$ cat src/rtl/m2vrefaddr_pkg.sv
// ---------------------------------------------------------------------------
// m2vrefaddr_pkg
//   Shared definitions for the motion-compensation reference-fetch address
//   generator: block codes, FSM state encoding, words-per-pixel packing and
//   the words-per-row helper used by the coordinate stage.
// ---------------------------------------------------------------------------
package m2vrefaddr_pkg;

    // Block codes carried on s1_block (0-3 are the luma quadrants)
    localparam logic [2:0] BLK_CB   = 3'd4;
    localparam logic [2:0] BLK_CR   = 3'd5;
    localparam logic [2:0] BLK_LAST = BLK_CR;

    // One 32-bit memory word packs four 8-bit pixels
    localparam int WORD_PIXELS = 4;

    typedef enum logic [1:0] {
        ST_IDLE = 2'd0,
        ST_CALC = 2'd1,
        ST_REQ  = 2'd2,
        ST_DONE = 2'd3
    } state_t;

    // Words touched by one row: 8 pixels (+1 for half-pel) starting at
    // pixel offset xoff inside the first word.  Result is 2 or 3.
    function automatic logic [1:0] words_per_row(input logic [1:0] xoff,
                                                 input logic       hx);
        logic [3:0] last_pix;
        last_pix = {2'b00, xoff} + 4'd7 + {3'b000, hx};
        return last_pix[3:2] + 2'd1;
    endfunction

endpackage

$ cat src/rtl/m2vrefaddr_coord.sv
// ---------------------------------------------------------------------------
// m2vrefaddr_coord
//   Combinational MV scale/split and reference coordinate calculation.
//   Produces the word address of the first fetch, the row pitch of the
//   selected plane, half-pel flags, sub-word offset and words per row.
//   Optional macro M2V_REFADDR_CLAMP_EN clamps x/y into the picture before
//   any address, word-count or offset derivation.
// Ports
//   blk         in   3            block code (0-3 luma, 4 Cb, 5 Cr)
//   mb_x, mb_y  in   MBX/MBY      macroblock column / row
//   mv_h, mv_v  in   MVH/MVV      signed motion vector, half-pel units
//   start_addr  out  ADDR_WIDTH   word address of row 0, word 0
//   pitch       out  ADDR_WIDTH   words per picture row of the plane
//   hx, hy      out  1            half-pel flags
//   xoff        out  2            pixel offset within first word
//   words       out  2            words per row (2 or 3)
// ---------------------------------------------------------------------------
module m2vrefaddr_coord
    import m2vrefaddr_pkg::*;
#(
    parameter int MVH_WIDTH  = 12,
    parameter int MVV_WIDTH  = 12,
    parameter int MBX_WIDTH  = 6,
    parameter int MBY_WIDTH  = 6,
    parameter int FRAME_MBW  = 45,
    parameter int FRAME_MBH  = 36,
    parameter int ADDR_WIDTH = 18
) (
    input  logic        [2:0]            blk,
    input  logic        [MBX_WIDTH-1:0]  mb_x,
    input  logic        [MBY_WIDTH-1:0]  mb_y,
    input  logic signed [MVH_WIDTH-1:0]  mv_h,
    input  logic signed [MVV_WIDTH-1:0]  mv_v,
    output logic        [ADDR_WIDTH-1:0] start_addr,
    output logic        [ADDR_WIDTH-1:0] pitch,
    output logic                         hx,
    output logic                         hy,
    output logic        [1:0]            xoff,
    output logic        [1:0]            words
);

    localparam int XW     = MBX_WIDTH + 6;
    localparam int YW     = MBY_WIDTH + 6;
    localparam int XSHIFT = $clog2(WORD_PIXELS);

    localparam logic [ADDR_WIDTH-1:0] CB_BASE = ADDR_WIDTH'(FRAME_MBW * FRAME_MBH * 64);
    localparam logic [ADDR_WIDTH-1:0] CR_BASE = ADDR_WIDTH'(FRAME_MBW * FRAME_MBH * 80);

    logic                         chroma;
    logic signed [MVH_WIDTH-1:0]  mvh_bias, mvh_sel, int_h;
    logic signed [MVV_WIDTH-1:0]  mvv_bias, mvv_sel, int_v;
    logic signed [XW-1:0]         x_base, x_raw, x_clip, x_word;
    logic signed [YW-1:0]         y_base, y_raw, y_clip;
    logic        [ADDR_WIDTH-1:0] base, x_ext, y_ext;
`ifdef M2V_REFADDR_CLAMP_EN
    logic signed [XW-1:0]         x_lim;
    logic signed [YW-1:0]         y_lim;
`endif

    always_comb begin
        chroma = (blk == BLK_CB) || (blk == BLK_CR);

        // Chroma halving truncates toward zero: bias negatives by +1, then
        // arithmetic shift (-3 -> -1, 3 -> 1).
        mvh_bias = mv_h + $signed({{(MVH_WIDTH-1){1'b0}}, mv_h[MVH_WIDTH-1]});
        mvv_bias = mv_v + $signed({{(MVV_WIDTH-1){1'b0}}, mv_v[MVV_WIDTH-1]});
        mvh_sel  = chroma ? (mvh_bias >>> 1) : mv_h;
        mvv_sel  = chroma ? (mvv_bias >>> 1) : mv_v;

        hx    = mvh_sel[0];
        hy    = mvv_sel[0];
        int_h = mvh_sel >>> 1;
        int_v = mvv_sel >>> 1;

        if (chroma) begin
            x_base = XW'({mb_x, 3'b000});
            y_base = YW'({mb_y, 3'b000});
            base   = (blk == BLK_CB) ? CB_BASE : CR_BASE;
            pitch  = ADDR_WIDTH'(FRAME_MBW * 2);
        end else begin
            // mb*16 + quadrant*8 is just a concatenation
            x_base = XW'({mb_x, blk[0], 3'b000});
            y_base = YW'({mb_y, blk[1], 3'b000});
            base   = '0;
            pitch  = ADDR_WIDTH'(FRAME_MBW * 4);
        end

        x_raw = x_base + XW'(int_h);
        y_raw = y_base + YW'(int_v);

`ifdef M2V_REFADDR_CLAMP_EN
        x_lim = (chroma ? XW'(FRAME_MBW * 8 - 8) : XW'(FRAME_MBW * 16 - 8)) - XW'(hx);
        y_lim = (chroma ? YW'(FRAME_MBH * 8 - 8) : YW'(FRAME_MBH * 16 - 8)) - YW'(hy);
        if (x_raw[XW-1])      x_clip = '0;
        else if (x_raw > x_lim) x_clip = x_lim;
        else                  x_clip = x_raw;
        if (y_raw[YW-1])      y_clip = '0;
        else if (y_raw > y_lim) y_clip = y_lim;
        else                  y_clip = y_raw;
`else
        x_clip = x_raw;
        y_clip = y_raw;
`endif

        xoff  = x_clip[1:0];
        words = words_per_row(xoff, hx);

        // Sign-extend into the address width; everything after is modulo 2^ADDR_WIDTH
        x_word     = x_clip >>> XSHIFT;
        x_ext      = {{(ADDR_WIDTH-XW){x_word[XW-1]}}, x_word};
        y_ext      = {{(ADDR_WIDTH-YW){y_clip[YW-1]}}, y_clip};
        start_addr = base + y_ext * pitch + x_ext;
    end

endmodule

$ cat src/rtl/m2vrefaddr.sv
// ---------------------------------------------------------------------------
// m2vrefaddr
//   Reference-fetch address generator for motion compensation.  On start it
//   captures the s1 block context (in CALC), then issues a row-major sequence
//   of word reads (rows = 8+hy, words = 2/3 per row) with a stall handshake.
//   Intra blocks, I-pictures, disabled slots and invalid block codes skip
//   straight to a done pulse.
//   Optional macro M2V_REFADDR_CLAMP_EN: clamp reference coordinates into
//   the picture (see m2vrefaddr_coord); default build wraps instead.
// Ports
//   clk, reset_n        clock, synchronous active-low reset
//   start               pulse: s1_* just updated
//   sa_iframe, s1_*     picture type and block context
//   rd_addr, rd_req     read address / request, held until !rd_wait
//   rd_wait             memory stall
//   pf_hx, pf_hy        half-pel flags for the interpolator
//   pf_xoff, pf_words   sub-word offset and words per row
//   busy, done          FSM not idle / 1-clk completion pulse
//   err_overrun         sticky: start while busy
// ---------------------------------------------------------------------------
module m2vrefaddr
    import m2vrefaddr_pkg::*;
#(
    parameter int MVH_WIDTH  = 12,
    parameter int MVV_WIDTH  = 12,
    parameter int MBX_WIDTH  = 6,
    parameter int MBY_WIDTH  = 6,
    parameter int FRAME_MBW  = 45,
    parameter int FRAME_MBH  = 36,
    parameter int ADDR_WIDTH = 18
) (
    input  logic                         clk,
    input  logic                         reset_n,
    input  logic                         start,
    input  logic                         sa_iframe,
    input  logic                         s1_enable,
    input  logic                         s1_mb_intra,
    input  logic        [2:0]            s1_block,
    input  logic        [MBX_WIDTH-1:0]  s1_mb_x,
    input  logic        [MBY_WIDTH-1:0]  s1_mb_y,
    input  logic signed [MVH_WIDTH-1:0]  s1_mv_h,
    input  logic signed [MVV_WIDTH-1:0]  s1_mv_v,
    output logic        [ADDR_WIDTH-1:0] rd_addr,
    output logic                         rd_req,
    input  logic                         rd_wait,
    output logic                         pf_hx,
    output logic                         pf_hy,
    output logic        [1:0]            pf_xoff,
    output logic        [1:0]            pf_words,
    output logic                         busy,
    output logic                         done,
    output logic                         err_overrun
);

    state_t                  state_q, state_d;
    logic                    skip, accept, last_word;
    logic [3:0]              row_q;
    logic [1:0]              word_q;
    logic [ADDR_WIDTH-1:0]   row_base_q, pitch_q;
    logic [ADDR_WIDTH-1:0]   calc_addr, calc_pitch;
    logic                    calc_hx, calc_hy;
    logic [1:0]              calc_xoff, calc_words;

    m2vrefaddr_coord #(
        .MVH_WIDTH (MVH_WIDTH),
        .MVV_WIDTH (MVV_WIDTH),
        .MBX_WIDTH (MBX_WIDTH),
        .MBY_WIDTH (MBY_WIDTH),
        .FRAME_MBW (FRAME_MBW),
        .FRAME_MBH (FRAME_MBH),
        .ADDR_WIDTH(ADDR_WIDTH)
    ) u_coord (
        .blk       (s1_block),
        .mb_x      (s1_mb_x),
        .mb_y      (s1_mb_y),
        .mv_h      (s1_mv_h),
        .mv_v      (s1_mv_v),
        .start_addr(calc_addr),
        .pitch     (calc_pitch),
        .hx        (calc_hx),
        .hy        (calc_hy),
        .xoff      (calc_xoff),
        .words     (calc_words)
    );

    assign skip      = sa_iframe | s1_mb_intra | ~s1_enable | (s1_block > BLK_LAST);
    assign accept    = (state_q == ST_REQ) && !rd_wait;
    assign last_word = (row_q == (pf_hy ? 4'd8 : 4'd7)) && (word_q == pf_words - 2'd1);

    // Status outputs decode straight from the state register, so they are
    // 0 in the cycle after reset without extra flops.
    assign rd_req = (state_q == ST_REQ);
    assign busy   = (state_q != ST_IDLE);
    assign done   = (state_q == ST_DONE);

    always_comb begin
        // NOTE: default assigned first so no path leaves state_d unassigned (no latch).
        state_d = state_q;
        case (state_q)
            ST_IDLE: if (start)                state_d = ST_CALC;
            ST_CALC: state_d = skip ? ST_DONE : ST_REQ;
            ST_REQ:  if (accept && last_word)  state_d = ST_DONE;
            ST_DONE: state_d = ST_IDLE;
            default: state_d = ST_IDLE;
        endcase
    end

    // NOTE: non-blocking assignments for all state so every flop samples pre-edge values.
    always_ff @(posedge clk) begin
        if (!reset_n) begin
            state_q     <= ST_IDLE;
            row_q       <= '0;
            word_q      <= '0;
            row_base_q  <= '0;
            pitch_q     <= '0;
            rd_addr     <= '0;
            pf_hx       <= 1'b0;
            pf_hy       <= 1'b0;
            pf_xoff     <= '0;
            pf_words    <= '0;
            err_overrun <= 1'b0;
        end else begin
            state_q <= state_d;

            if (start && (state_q != ST_IDLE))
                err_overrun <= 1'b1;

            if (state_q == ST_CALC) begin
                pf_hx      <= calc_hx;
                pf_hy      <= calc_hy;
                pf_xoff    <= calc_xoff;
                pf_words   <= calc_words;
                pitch_q    <= calc_pitch;
                row_base_q <= calc_addr;
                rd_addr    <= calc_addr;
                row_q      <= '0;
                word_q     <= '0;
            end else if (accept) begin
                // Row base accumulates the pitch: no multiplier in the fetch loop
                if (word_q == pf_words - 2'd1) begin
                    word_q     <= '0;
                    row_q      <= row_q + 4'd1;
                    row_base_q <= row_base_q + pitch_q;
                    rd_addr    <= row_base_q + pitch_q;
                end else begin
                    word_q  <= word_q + 2'd1;
                    rd_addr <= rd_addr + 1'b1;
                end
            end
        end
    end

endmodule
$ cat config.mk
export PLATFORM = sky130hd
export DESIGN_NAME = m2vrefaddr
export DESIGN_NICKNAME = d
export VERILOG_FILES = /design/src/rtl/m2vrefaddr_pkg.sv /design/src/rtl/m2vrefaddr_coord.sv /design/src/rtl/m2vrefaddr.sv
export SDC_FILE = /design/constraint.sdc
export NUM_CORES = 1
export LEC_CHECK = 0
export ABC_AREA = 1
export BUFFER_PORTS_ARGS = -buffer_cell sky130_fd_sc_hd__buf_2
export CAP_MARGIN = 10
export CELL_PAD_IN_SITES_DETAIL_PLACEMENT = 2
export CELL_PAD_IN_SITES_GLOBAL_PLACEMENT = 2
export CORE_MARGIN = 5
export CORE_UTILIZATION = 35
export CTS_BUF_LIST = sky130_fd_sc_hd__clkbuf_4
export CTS_CLUSTER_DIAMETER = 80
export DETAILED_ROUTE_END_ITERATION = 6
export HOLD_SLACK_MARGIN = 0.06
export PLACE_DENSITY = 0.89
export SETUP_SLACK_MARGIN = 0.4
export SYNTH_ARGS = -nofsm -noshare
export SYNTH_HDL_FRONTEND = slang
export SYNTH_SLANG_ARGS = --single-unit
$ cat constraint.sdc
create_clock -name clk -period 9.3 [get_ports clk]
set_input_delay 1.86 -clock clk [delete_from_list [all_inputs] [get_ports clk]]
set_output_delay 1.86 -clock clk [all_outputs]
set_load 0.1 [all_outputs]
; Yosys cells after proc, flatten, opt, wreduce, memory -nomap -nowiden
; Cells that the tools add are included.
[word_totals]
register_bits = 69
word_cells = 74
[classes]
addsub = 14
multipliers = 1
order_cmp = 1
n_eq_ne = 9
muxes = 19
bitwise = 5
reduce_logical = 14
[ops]
columns = operator, n
row1 = two-way mux 18 bit, 6
row2 = adder 18 bit, 3
row3 = adder 11 x 11 -> 12 bit, 2
row4 = adder 12 x 2 -> 12 bit, 2
row5 = two-way mux 12 bit, 2
row6 = two-way mux 10 bit, 2
row7 = "adder 18 x 1 -> 18 bit, second input constant", 1
row8 = multiplier 12 x 9 -> 18 bit, 1
row9 = two-way mux 17 bit, 1
row10 = two-way mux 15 bit, 1
row11 = two-way mux 8 bit, 1
row12 = case mux 2 bit (4 select lines), 1
row13 = "equality test 3 bit, second input constant", 2
row14 = two-way mux 2 bit, 3
row15 = AND reduction 2 bit, 3
row16 = nonzero test 2 bit, 3
row17 = "adder 2 x 1 -> 2 bit, second input constant", 2
row18 = "adder 2 x 3 -> 4 bit, second input constant", 1
row19 = adder 4 x 1 -> 4 bit, 1
row20 = "adder 4 x 1 -> 4 bit, second input constant", 1
row21 = "equality test 2 bit, second input constant", 2
row22 = equality test 4 bit, 1
row23 = logical AND 1 bit, 4
row24 = two-way mux 4 bit, 1
row25 = other kinds (13), 16

; Longest topological paths before layout
; Gate-level depths: netlist (run 1).
[depth]
depth_word = 8
depth_mapped = 43

; Hierarchy
; A second synthesis (run 1) with hierarchy kept.
[unflattened]
hier_cells = 1316
hier_area_um2 = 9081.2
[by_module_without_submodules]
columns = mod, instances, cells_each, area_each_um2, seq_area_each_um2
row1 = m2vrefaddr_coord, 1, 655, 4642.0, 0.0
row2 = m2vrefaddr, 1, 661, 4439.3, 1381.3

; Least setup slack after synthesis (run 1)
; No wires, ideal clock.
[synth_timing]
path_type = input -> register
startpoint = in s1_block[1]
endpoint = reg rd_addr[16]
setup_ns = 0.071
t_arrival_ns = 7.927
path_slack_ns = 1.301
stages = 33
path_cell_list = inv_1 > nand2_2 > inv_2 > clkbuf_1 > clkbuf_1 > nand2_1 > nand2_1 > ha_1 > a21oi_1 > nand2_1 > a21oi_1 > o21ai_0 > xor2_1 > or2_2 > fa_1 > fa_1 > inv_1 > fa_1 > fa_1 > inv_1 > fa_1 > inv_1 > ha_1 > nand2_1 > inv_1 > a21boi_0 > nand3_1 > nand2_1 > nand2_1 > a21oi_1 > xor2_1 > nand2_1 > a21oi_1
[synth_via]
elab_chain_len = 8
[synth_lines]
columns = item, line_no
row1 = from (decl), m2vrefaddr.sv:38  ; input logic [2:0] s1_block,
row2 = equality test 3 bit (on tied branches), "m2vrefaddr_coord.sv:61, m2vrefaddr_coord.sv:78"
row3 = logical OR 1 bit, m2vrefaddr_coord.sv:61  ; chroma = (blk == BLK_CB) || (blk == BLK_CR);
row4 = two-way mux 12 bit / two-way mux 10 bit (equally long branches), "m2vrefaddr_coord.sv:68, m2vrefaddr_coord.sv:75"
row5 = adder 11 x 11 -> 12 bit, m2vrefaddr_coord.sv:89  ; y_raw = y_base + YW'(int_v);
row6 = multiplier 12 x 9 -> 18 bit, m2vrefaddr_coord.sv:112  ; start_addr = base + y_ext * pitch + x_ext;
row7 = adder 18 bit, m2vrefaddr_coord.sv:112
row8 = adder 18 bit (*), m2vrefaddr_coord.sv:112
row9 = two-way mux 18 bit (*), m2vrefaddr.sv:128  ; if (state_q == ST_CALC) begin
row10 = to (signal assigned), m2vrefaddr.sv:135  ; rd_addr <= calc_addr;
row11 = to (signal assigned), m2vrefaddr.sv:144  ; rd_addr <= row_base_q + pitch_q;
row12 = to (signal assigned), m2vrefaddr.sv:147  ; rd_addr <= rd_addr + 1'b1;
row13 = to (decl), m2vrefaddr.sv:43  ; output logic [ADDR_WIDTH-1:0] rd_addr,
; Mark *: on every way between the ends. The rest lies on a longest branch, timed or not.
; A chain may end at the register's enable or synchronous reset.

; Worst setup path in the final report (run 1)
[layout_timing]
startpoint = in s1_mv_v[11]
endpoint = reg rd_addr[15]
[layout_via]
elab_chain_len = 7
[layout_lines]
columns = item, line_no
row1 = from (decl), m2vrefaddr.sv:42  ; input logic signed [MVV_WIDTH-1:0] s1_mv_v,
row2 = adder 12 x 2 -> 12 bit, m2vrefaddr_coord.sv:66  ; mvv_bias = mv_v + $signed({{(MVV_WIDTH-1){1'b0}}, mv_v[MVV_WIDTH-1]});
row3 = two-way mux 12 bit (*), m2vrefaddr_coord.sv:68  ; mvv_sel = chroma ? (mvv_bias >>> 1) : mv_v;
row4 = adder 11 x 11 -> 12 bit (*), m2vrefaddr_coord.sv:89
row5 = multiplier 12 x 9 -> 18 bit (*), m2vrefaddr_coord.sv:112
row6 = adder 18 bit (*) (2 in a row), m2vrefaddr_coord.sv:112
row7 = two-way mux 18 bit (*), m2vrefaddr.sv:128
; Marks and branches as above.

==> results of run 1 <==
worst max-delay path, delay by kind of cell:
kind / cells / cell delay [ns]
AOI/OAI and AO/OA: 6 / 0.79
xor gates and xnor gates: 2 / 0.35
adders and majority gates: 8 / 3.36
buffers and inverters: 6 / 0.45
and+or+nand+nor: 15 / 2.06
routing by layer:
| layer | routed length (um) | GRT usage (%) | vias to the layer above |
|---|---|---|---|
| li1 | - | - | 3649 |
| met1 | 11800 | 27.2 | 3863 |
| met2 | 16200 | 46.2 | 159 |
| met3 | 931 | 3.21 | 85 |
| met4 | 1320 | 9.71 | 0 |
| met5 | 0 | 0 | - |
cell usage after synthesis (4+ instances only):
| cell type | instances | area share [%] |
|---|---|---|
| nand2_1 | 262 | 13 |
| inv_1 | 205 | 10 |
| o21ai_0 | 84 | 5.5 |
| fa_1 | 72 | 19 |
| ha_1 | 69 | 11 |
| nor2_1 | 67 | 3.3 |
| a21oi_1 | 66 | 4.3 |
| nand3_1 | 56 | 3.6 |
| dfxtp_1 | 53 | 14 |
| xor2_1 | 27 | 3.1 |
| a31oi_1 | 25 | 2.0 |
| clkbuf_1 | 23 | 1.1 |
| xnor2_1 | 18 | 2.0 |
| nor3_1 | 13 | 0.84 |
| o21bai_1 | 9 | 0.88 |
| o211ai_1 | 8 | 0.78 |
| nand4_1 | 5 | 0.41 |
| o22ai_1 | 5 | 0.41 |
| buf_2 | 4 | 0.26 |
| buf_6 | 4 | 0.58 |
kinds of logic after synthesis:
family	share of synthesized area (%)
xor gates and xnor gates	5.12
adders and majority gates	29.9
DFF	13.8
buffers and inverters	12.6
AOI/OAI and AO/OA	15.4
and+or+nand+nor	23.1
other	0.0975
registers in the layout, summed over array words and instances (netlist names):
register     count
row_q            4
rd_addr         18
err_overrun      1
row_base_q      18
pitch_q          3
state_q          2
pf_xoff          2
word_q           2
pf_hy            1
pf_words         1
pf_hx            1
timing repair:
item                                    CTS  global route
endpoints found under the setup margin    1            12
pin swaps                                 0             1
hold buffers                              0             0
resized for setup                         1            21
path summary, 6_finish.rpt:
kind | endpoint | depth (start not counted)
worst min register to register | row_base_q[0] | 2
worst min-delay path | row_base_q[0] | 2
worst max-delay path | rd_addr[15] | 37
worst max register to register | rd_addr[17] | 11
per-stage QoR:
step                      instance area (um^2)  util [%]  worst slack, ns  cells
after floorplan                           7740         -             1.30   1130
after global placement                    8320      38.2            0.704   1453
after detailed placement                  8320      38.2          -0.0152   1453
after CTS                                 8370      38.5            0.447   1460
after global routing                      8440      38.8            0.401   1460
final                                     8440      38.8            0.836   1460
cell type report:
cell class              instances  area (um^2)
clock buffers                   6         45.0
well taps                     280          350
repair buffers                 79          410
multi-input cells             832         5780
flip-flops and latches         53         1060
fillers                      2650        13300
clock inverters                 1         3.75
inverters                     209          790
==> metrics.md, run 1 <==
| Metric | Value |
|---|---|
| Status | complete, no violations |
| Die area | about 25000 um^2 |
| Critical Path End Type | flop |
| Final Net Count | 1367 |
| WL final | between 30000 and 40000 um |
| # rows | 54 |
| Crit start category | input pin |
| Endpoints failing hold | 0 |
| Clock Pin Slew Worst Setup and Hold Paths | approximately 0.17 ns |
| Max clock buf depth | 2 |
| Worst path arrival time | 8.84 ns |
| Fraction of registers with async set or reset after synthesis | 0% |
| Hold_sp | row_base_q[0] |
| Clock Skew | between 0.01 and 0.015 ns |
| Most numerous cell on the critical path | nand2_1 |
| Slew Limit Headroom | between 20% and 30% |
| IO Count | between 70 and 80 |
| Crit share post-route | 91.0% |
| Vias in the first global route | 9033 |
| # clock sinks | 53 |
| Seq cells post-synth | 53 |
| Layout cells sized above 1 | a little over a tenth |
| Number of enable flip-flop cells after synthesis | 0 |
| Avg Inst Size Synth | 6.87 um^2 |
| R2r startpoint | pitch_q[4] |
| Initial core utilization | approximately 35% |
| First-pass GRT wire length | roughly 48000 um |
| # diodes | 0 |
| Number of remaining DRC errors | 0 |
| Slowest cell on crit path | fa_1 |
| DR vias | 7756 |
| Overflow after GRT | 0 |
| Antenna violations before repair | 0 |
| Synth Cell Area | 7700 um^2 |
| Req. time, crit path | 9.68 ns |
| DIE HEIGHT | 158 um |
| Crit path kind | in2reg |
| Gpl congestion | just over 0.8 |
| Synth warn | 0 |
| # setup viols final | 0 |
| Max incr delay on CP | ~0.6 ns |
| Worst skew pair latency | 0.42 ns |
| TNS Setup | 0 ns |
| Yosys cell types | 46 |
| Critical path fanouts, max | 4 |
| CTS root buf | clkbuf_4 |
| Worst hold slack | between 0.5 and 0.6 ns |
| Slew Limit Fails | 0 |
| H-tree depth | 2 |
| TritonRoute pass-1 iters | 4 |
| CTS Buf Count | 5 |
| Most common cell after layout, fill and taps aside | nand2_1 |
| Final HPWL from detailed placement | 25000 um |
| Postcts setup bufs | 0 |
| RSZ-0062 raised after global routing | no |
| Worst Max-Slew Pin Slew | 1.18 ns |
| Register area share after synthesis | 13.8% |
| Worst Hold Class | reg2reg |
| F_max | 0.118 GHz |
| Synth Flop Type | dfxtp_1 |
| DR iter-0 viols | 257 |
| Detailed-route vias per instance | 5.31 |
| Clock period minus worst slack | 8.46 ns |
| TritonCTS clock tree | built |
| Largest net degree at the start of global routing | 41 |
| Max-cap check violation count | 0 |
| Port Buffer Count | 73 |
| Total core area | 21800 um^2 |
| Post-DRT Antenna Nets | 0 |
| Commonest cells after routing, fill and taps aside | nand2_1 (262), inv_1 (204), o21ai_0 (81) |
| Post-Syn Instances | roughly 1100 |
| Die width | 158 um |
| Syn-to-layout area delta | 9.58% |
| Tot GR Track Use | 24.3% |
| Worst Setup SP | s1_mv_v[11] |
| WL per Instance | 20.7 um |
| R2R setup slack | 6.26 ns |
Power of run 1 is not shown: default switching activity piles up to over one toggle a cycle in this logic, so the estimate is an artifact.
==> run 2, diff against run 1 <==
- CORE_UTILIZATION: 35 -> 36
- PLACE_DENSITY: 0.89 -> 0.9
- SYNTH_HIERARCHICAL: not set -> 1
==> metrics.md, run 2 <==
| Metric | Value |
|---|---|
| Clock Pin Slew Worst Setup and Hold Paths | 0.12 ns (-0.05 ns) |
| TritonRoute pass-1 iters | 4 (unchanged) |
| Max-cap check violation count | 0 (unchanged) |
| Commonest cells in the synthesized netlist | nand2_1 (278), inv_1 (197), nor2_1 (137) |
| Largest net degree at the start of global routing | 59 (+44%) |
| Worst hold slack | 0.505 ns (-0.000342 ns) |
| Slew Limit Fails | 0 (unchanged) |
| TritonCTS clock tree | built |
| Design Area, Final | 9870 um^2 (+17%) |
| IO Count | 74 (unchanged) |
| Avg Inst Size Synth | 6.90 um^2 (+0.41%) |
| Yosys cell types | 50 (+8.7%) |
| Endpoints failing hold | 0 (unchanged) |
| Fraction of registers with async set or reset after synthesis | 0% (unchanged) |
| # setup viols final | 0 (unchanged) |
| Layout cells sized above 1 | 10.2% (-0.20 points) |
| Commonest cells after routing, fill and taps aside | nand2_1 (278), inv_1 (196), nor2_1 (136) |
| Reg-to-reg critical path endpoint | rd_addr[1] |
| R2R cell count | 6 (-5) |
| Syn-to-layout area delta | 8.71% |
| Post-DRT Antenna Nets | 0 (unchanged) |
| Top-area cell type share of the netlist area | 17.6% (-1.1 points) |
| WL per Instance | 21.0 um (+1.8%) |
| Detailed-route vias per instance | 5.35 (+0.69%) |
| H-tree depth | 3 (+1) |
| Clock period minus worst slack | 8.48 ns (+0.0197 ns) |
| Multi-input logic area | 6740 um^2 (+17%) |
| Slowest cell on crit path | fa_1 |
| Worst Hold Depth | 2 (unchanged) |
| F_max | 0.118 GHz (-0.23%) |
| Synth Flop Type | dfxtp_1 |
| Die area | 28500 um^2 (+14%) |
| WL final | 36200 um (+20%) |
| Die width | 169 um (+6.6%) |
| Overflow after GRT | 0 (unchanged) |
| Worst Hold Class | reg2reg |
| TNS Setup | 0 ns (unchanged) |
| Hold_buf cts | 0 (unchanged) |
| # rows | 58 (+7.4%) |
| Max clock buf depth | 2 (unchanged) |
| Register area share after synthesis | 15.2% (+1.4 points) |
| Fillcell total | 3142 (+19%) |
| Tot GR Track Use | 25.4% (+1.1 points) |
| Worst Max-Slew Pin Slew | 0.998 ns (-0.182 ns) |
| DR iter-0 viols | 292 (+14%) |
| Seq cells post-synth | 69 (+30%) |
| Synth top area cells | fa_1 (18%), dfxtp_1 (15%), nand2_1 (11%) |
| Largest regs | pitch_q x18, rd_addr x18, row_base_q x18 |
| # clock sinks | 69 (+30%) |
| DIE HEIGHT | 169 um (+6.6%) |
| Most common cell after layout, fill and taps aside | nand2_1 |
| Sequential Area | 1380 um^2 (+30%) |
| Number of enable flip-flop cells after synthesis | 0 (unchanged) |
| Crit share post-route | 91.2% (+0.21 points) |
| R2r startpoint | state_q[1] |
| Worst skew pair latency | 0.45 ns (+0.03 ns) |
| Req. time, crit path | 9.65 ns (-0.03 ns) |
| R2R setup slack | 6.50 ns (+0.24 ns) |
| Critical Path End Type | flop |
| Dominant cell type by area after synthesis | fa_1 |
| Number of remaining DRC errors | 0 (unchanged) |
| Port Buffer Count | 73 (unchanged) |
| Antenna violations before repair | 1 (+1) |
| RSZ-0062 raised after global routing | no |
| First-pass GRT wire length | 57400 um (+21%) |
| Total core area | 25000 um^2 (+15%) |
| Hold_sp | err_overrun |
| Critical path fanouts, max | 4 (unchanged) |
| Max incr delay on CP | 0.57 ns (-0.03 ns) |
| Hold Path End | err_overrun |
| Crit start category | input pin |
| Gpl congestion | 0.866 (+6.9%) |
| CTS root buf | clkbuf_4 |
| Synth Cell Area | 9080 um^2 (+18%) |
| DR vias | 9200 (+19%) |
| Final HPWL from detailed placement | 30300 um (+22%) |
| Most common cell in the netlist | nand2_1 |
| Status | complete, no violations |
| Slew Limit Headroom | 33.5% (+12 points) |
| Post-Syn Instances | 1316 (+17%) |
| Clock Skew | 0.0185 ns (+0.00460 ns) |
| Worst path arrival time | 8.84 ns (about the same) |
| Final Net Count | 1584 (+16%) |
| Synth warn | 6 (+6) |
| Initial core utilization | 36.3% (+0.86 points) |
| CTS Buf Count | 9 (+4) |
| Vias in the first global route | 10900 (+21%) |
| Placed inst area | 9710 um^2 (+17%) |
| Crit path kind | in2reg |
| Most numerous cell on the critical path | nand2_1 |
run 2: worst max path at each step:
stage | startpoint | end | slack (ns) | cells past startpoint
floorplan | s1_mv_v[11] | row_base_q[17] | 1.42 | 36
global placement | s1_mv_v[11] | row_base_q[16] | 0.77 | 36
detailed placement | s1_mv_v[11] | row_base_q[16] | 0.22 | 36
CTS | s1_mv_v[11] | row_base_q[16] | 0.69 | 37
global route | s1_mv_v[11] | row_base_q[17] | 0.38 | 39
finish | s1_mv_v[11] | row_base_q[16] | 0.82 | 36
run 2: cell families (layout without fill, tap and decap cells):
logic type / after synthesis / count (layout) / synth area share (%)
simple gates: 554 / 554 / 26.5
other cells: 2 / 33 / 0.0827
compound gates: 231 / 231 / 14.2
xor+xnor: 45 / 45 / 4.34
buf+inv: 263 / 306 / 12.1
flops: 69 / 69 / 15.2
fa+ha+maj: 152 / 152 / 27.6
run 2: metrics by stage:
| stage | utilization, % | setup slack, ns | instances |
|---|---|---|---|
| CTS | 39.3 | 0.693 | 1718 |
| finish | 39.4 | 0.816 | 1720 |
| floorplan | - | 1.42 | 1346 |
| detailed placement | 38.8 | 0.219 | 1704 |
| global route | 39.4 | 0.377 | 1720 |
| global placement | 38.8 | 0.774 | 1704 |
run 2: repair_timing:
| item | CTS | global route |
|---|---|---|
| resized for setup | 0 | 7 |
| setup buffers | 0 | 1 |
| endpoints found under the setup margin | 0 | 8 |
run 2: layout make-up:
type	count	share of cell area, %
Antenna cell	1	0.0253
Clock buffer	9	0.684
Clock inverter	5	0.545
Inverter	212	8.09
Multi-Input combinational cell	1014	68.3
Sequential cell	69	14.0
Tap cell	330	4.18
Timing Repair Buffer	80	4.23
run 2: metal layers:
metal / share of wire, % / track usage [%] / vias up / wire, um
met5: 0 / 0 / - / 0
li1: - / - / 4295 / -
met3: 2.4 / 2.90 / 97 / 863
met1: 38 / 26.3 / 4640 / 13600
met4: 5.1 / 12.5 / 0 / 1860
met2: 55 / 49.9 / 168 / 19800
run 2: worst max-delay path: cells and delay by family:
kind | cells | cell delay (ns)
compound gates | 9 | 1.57
fa+ha+maj | 7 | 3.43
buf+inv | 8 | 0.53
simple gates | 12 | 1.44
Power of run 2 is left out for the same reason.
==> run 3, diff against run 2 <==
- CORE_MARGIN: 5 -> not set
==> metrics.md, run 3 (synthesis gave the netlist of run 2 again) <==
| Metric | Value |
|---|---|
| Status | complete, no violations |
| TritonCTS clock tree | built |
| Syn-to-layout area delta | 8.67% (about the same) |
| Antenna violations before repair | 1 (unchanged) |
| Final Net Count | 1583 (-0.063%) |
| Tot GR Track Use | 28.8% (+3.4 points) |
| WL per Instance | 21.3 um (+1.1%) |
| # setup viols final | 0 (unchanged) |
| Number of remaining DRC errors | 0 (unchanged) |
| Crit share post-route | 92.4% (+1.2 points) |
| Fillcell total | 3041 (-3.2%) |
| Die width | 161 um (-4.7%) |
| Total core area | 24500 um^2 (-2.0%) |
| Die area | 25900 um^2 (-9.3%) |
| Crit start category | input pin |
| Gpl congestion | 0.897 (+3.6%) |
| DR iter-0 viols | 385 (+32%) |
| Worst Max-Slew Pin Slew | 0.872 ns (-0.126 ns) |
| Worst hold slack | 0.513 ns (+0.00791 ns) |
| Layout cells sized above 1 | 10.3% (+0.065 points) |
| Largest net degree at the start of global routing | 60 (+1.7%) |
| Endpoints failing hold | 0 (unchanged) |
| Postcts setup bufs | 0 (unchanged) |
| Detailed-route vias per instance | 5.37 (+0.37%) |
| Final HPWL from detailed placement | 29500 um (-2.7%) |
| Req. time, crit path | 9.65 ns (about the same) |
| Overflow after GRT | 0 (unchanged) |
| Worst skew pair latency | 0.46 ns (about the same) |
| R2r startpoint | state_q[1] |
| Slew Limit Headroom | 41.4% (+8.0 points) |
| Worst path arrival time | 8.94 ns (+0.10 ns) |
| Max clock buf depth | 2 (unchanged) |
| Most common cell after layout, fill and taps aside | nand2_1 |
| CTS Buf Count | 9 (unchanged) |
| # rows | 57 (-1.7%) |
| WL final | 36500 um (+0.80%) |
| First-pass GRT wire length | 57400 um (about the same) |
| Critical Path End Type | flop |
| Critical path fanouts, max | 4 (unchanged) |
| Vias in the first global route | 10700 (-2.0%) |
| Clock Skew | 0.0169 ns (-0.00154 ns) |
| Post-DRT Antenna Nets | 0 (unchanged) |
| Port Buffer Count | 73 (unchanged) |
| F_max | 0.116 GHz (-1.3%) |
| Initial core utilization | 37.0% (+0.74 points) |
| Crit path kind | in2reg |
| CTS root buf | clkbuf_4 |
| Most numerous cell on the critical path | nand2_1 |
| Worst Hold Class | reg2reg |
| H-tree depth | 3 (unchanged) |
| IO Count | 74 (unchanged) |
| Worst Setup SP | s1_mv_v[11] |
| Hold_sp | row_q[2] |
| Slew Limit Fails | 0 (unchanged) |
| DR vias | 9207 (+0.076%) |
| TritonRoute pass-1 iters | 6 (+2) |
| # clock sinks | 69 (unchanged) |
| TNS Setup | 0 ns (unchanged) |
| Clock Pin Slew Worst Setup and Hold Paths | 0.13 ns (about the same) |
| Commonest cells after routing, fill and taps aside | nand2_1 (278), inv_1 (196), nor2_1 (136) |
| Clock period minus worst slack | 8.59 ns (+0.109 ns) |
| Largest regs | pitch_q x18, rd_addr x18, row_base_q x18 |
| Max-cap check violation count | 0 (unchanged) |
| Slowest cell on crit path | fa_1 |
| Max incr delay on CP | 0.59 ns (+0.02 ns) |
| DIE HEIGHT | 161 um (-4.7%) |
| RSZ-0062 raised after global routing | yes |
==> run 3: critical path, delay by kind of cell <==
kind | cells | cell delay, ns
adder cells (fa/ha/maj) | 7 | 3.44
AO/OA/AOI/OAI | 9 | 1.62
AND/OR/NAND/NOR | 12 | 1.46
buffers and inverters | 8 | 0.56
==> run 3: area by class of cell <==
type | count | area (um^2) | area share (%)
Clock inverter | 7 | 66.3 | 0.672
Inverter | 212 | 798 | 8.09
Multi-Input combinational cell | 1014 | 6740 | 68.3
Tap cell | 324 | 405 | 4.11
Sequential cell | 69 | 1380 | 14.0
Clock buffer | 9 | 67.6 | 0.685
Antenna cell | 1 | 2.50 | 0.0254
Timing Repair Buffer | 79 | 410 | 4.16
==> run 3: through the flow <==
step                cell area (um^2)  worst slack (ns)  instances  util [%]
global placement                9710             0.783       1698      39.6
CTS                             9840             0.618       1714      40.1
finish                          9870             0.706       1715      40.2
global route                    9870             0.372       1715      40.2
detailed placement              9710             0.169       1698      39.6
floorplan                       9190              1.42       1346         -
==> run 3: timing repair <==
action | 4_1_cts | 5_1_grt
gates resized for setup | 0 | 5
endpoints found under the setup margin | 0 | 8
endpoints found under the hold margin | 0 | 0
hold buffers | 0 | 0
==> run 3: routing by layer <==
layer	track usage, %	wire length, um	up-vias
met2	55.8	19500	209
met5	0	0	-
met4	15.7	2120	0
li1	-	-	4284
met3	3.38	1100	107
met1	29.8	13800	4607
==> run 3: worst paths after layout <==
check | to | slack [ns] | cells after the start
setup / recovery | row_base_q[16] | 0.71 | 36
hold / removal | row_q[2] | 0.51 | 2
setup reg to reg | rd_addr[0] | 6.48 | 7
hold reg to reg | row_q[2] | 0.51 | 2
Power of run 3 is left out for the same reason.
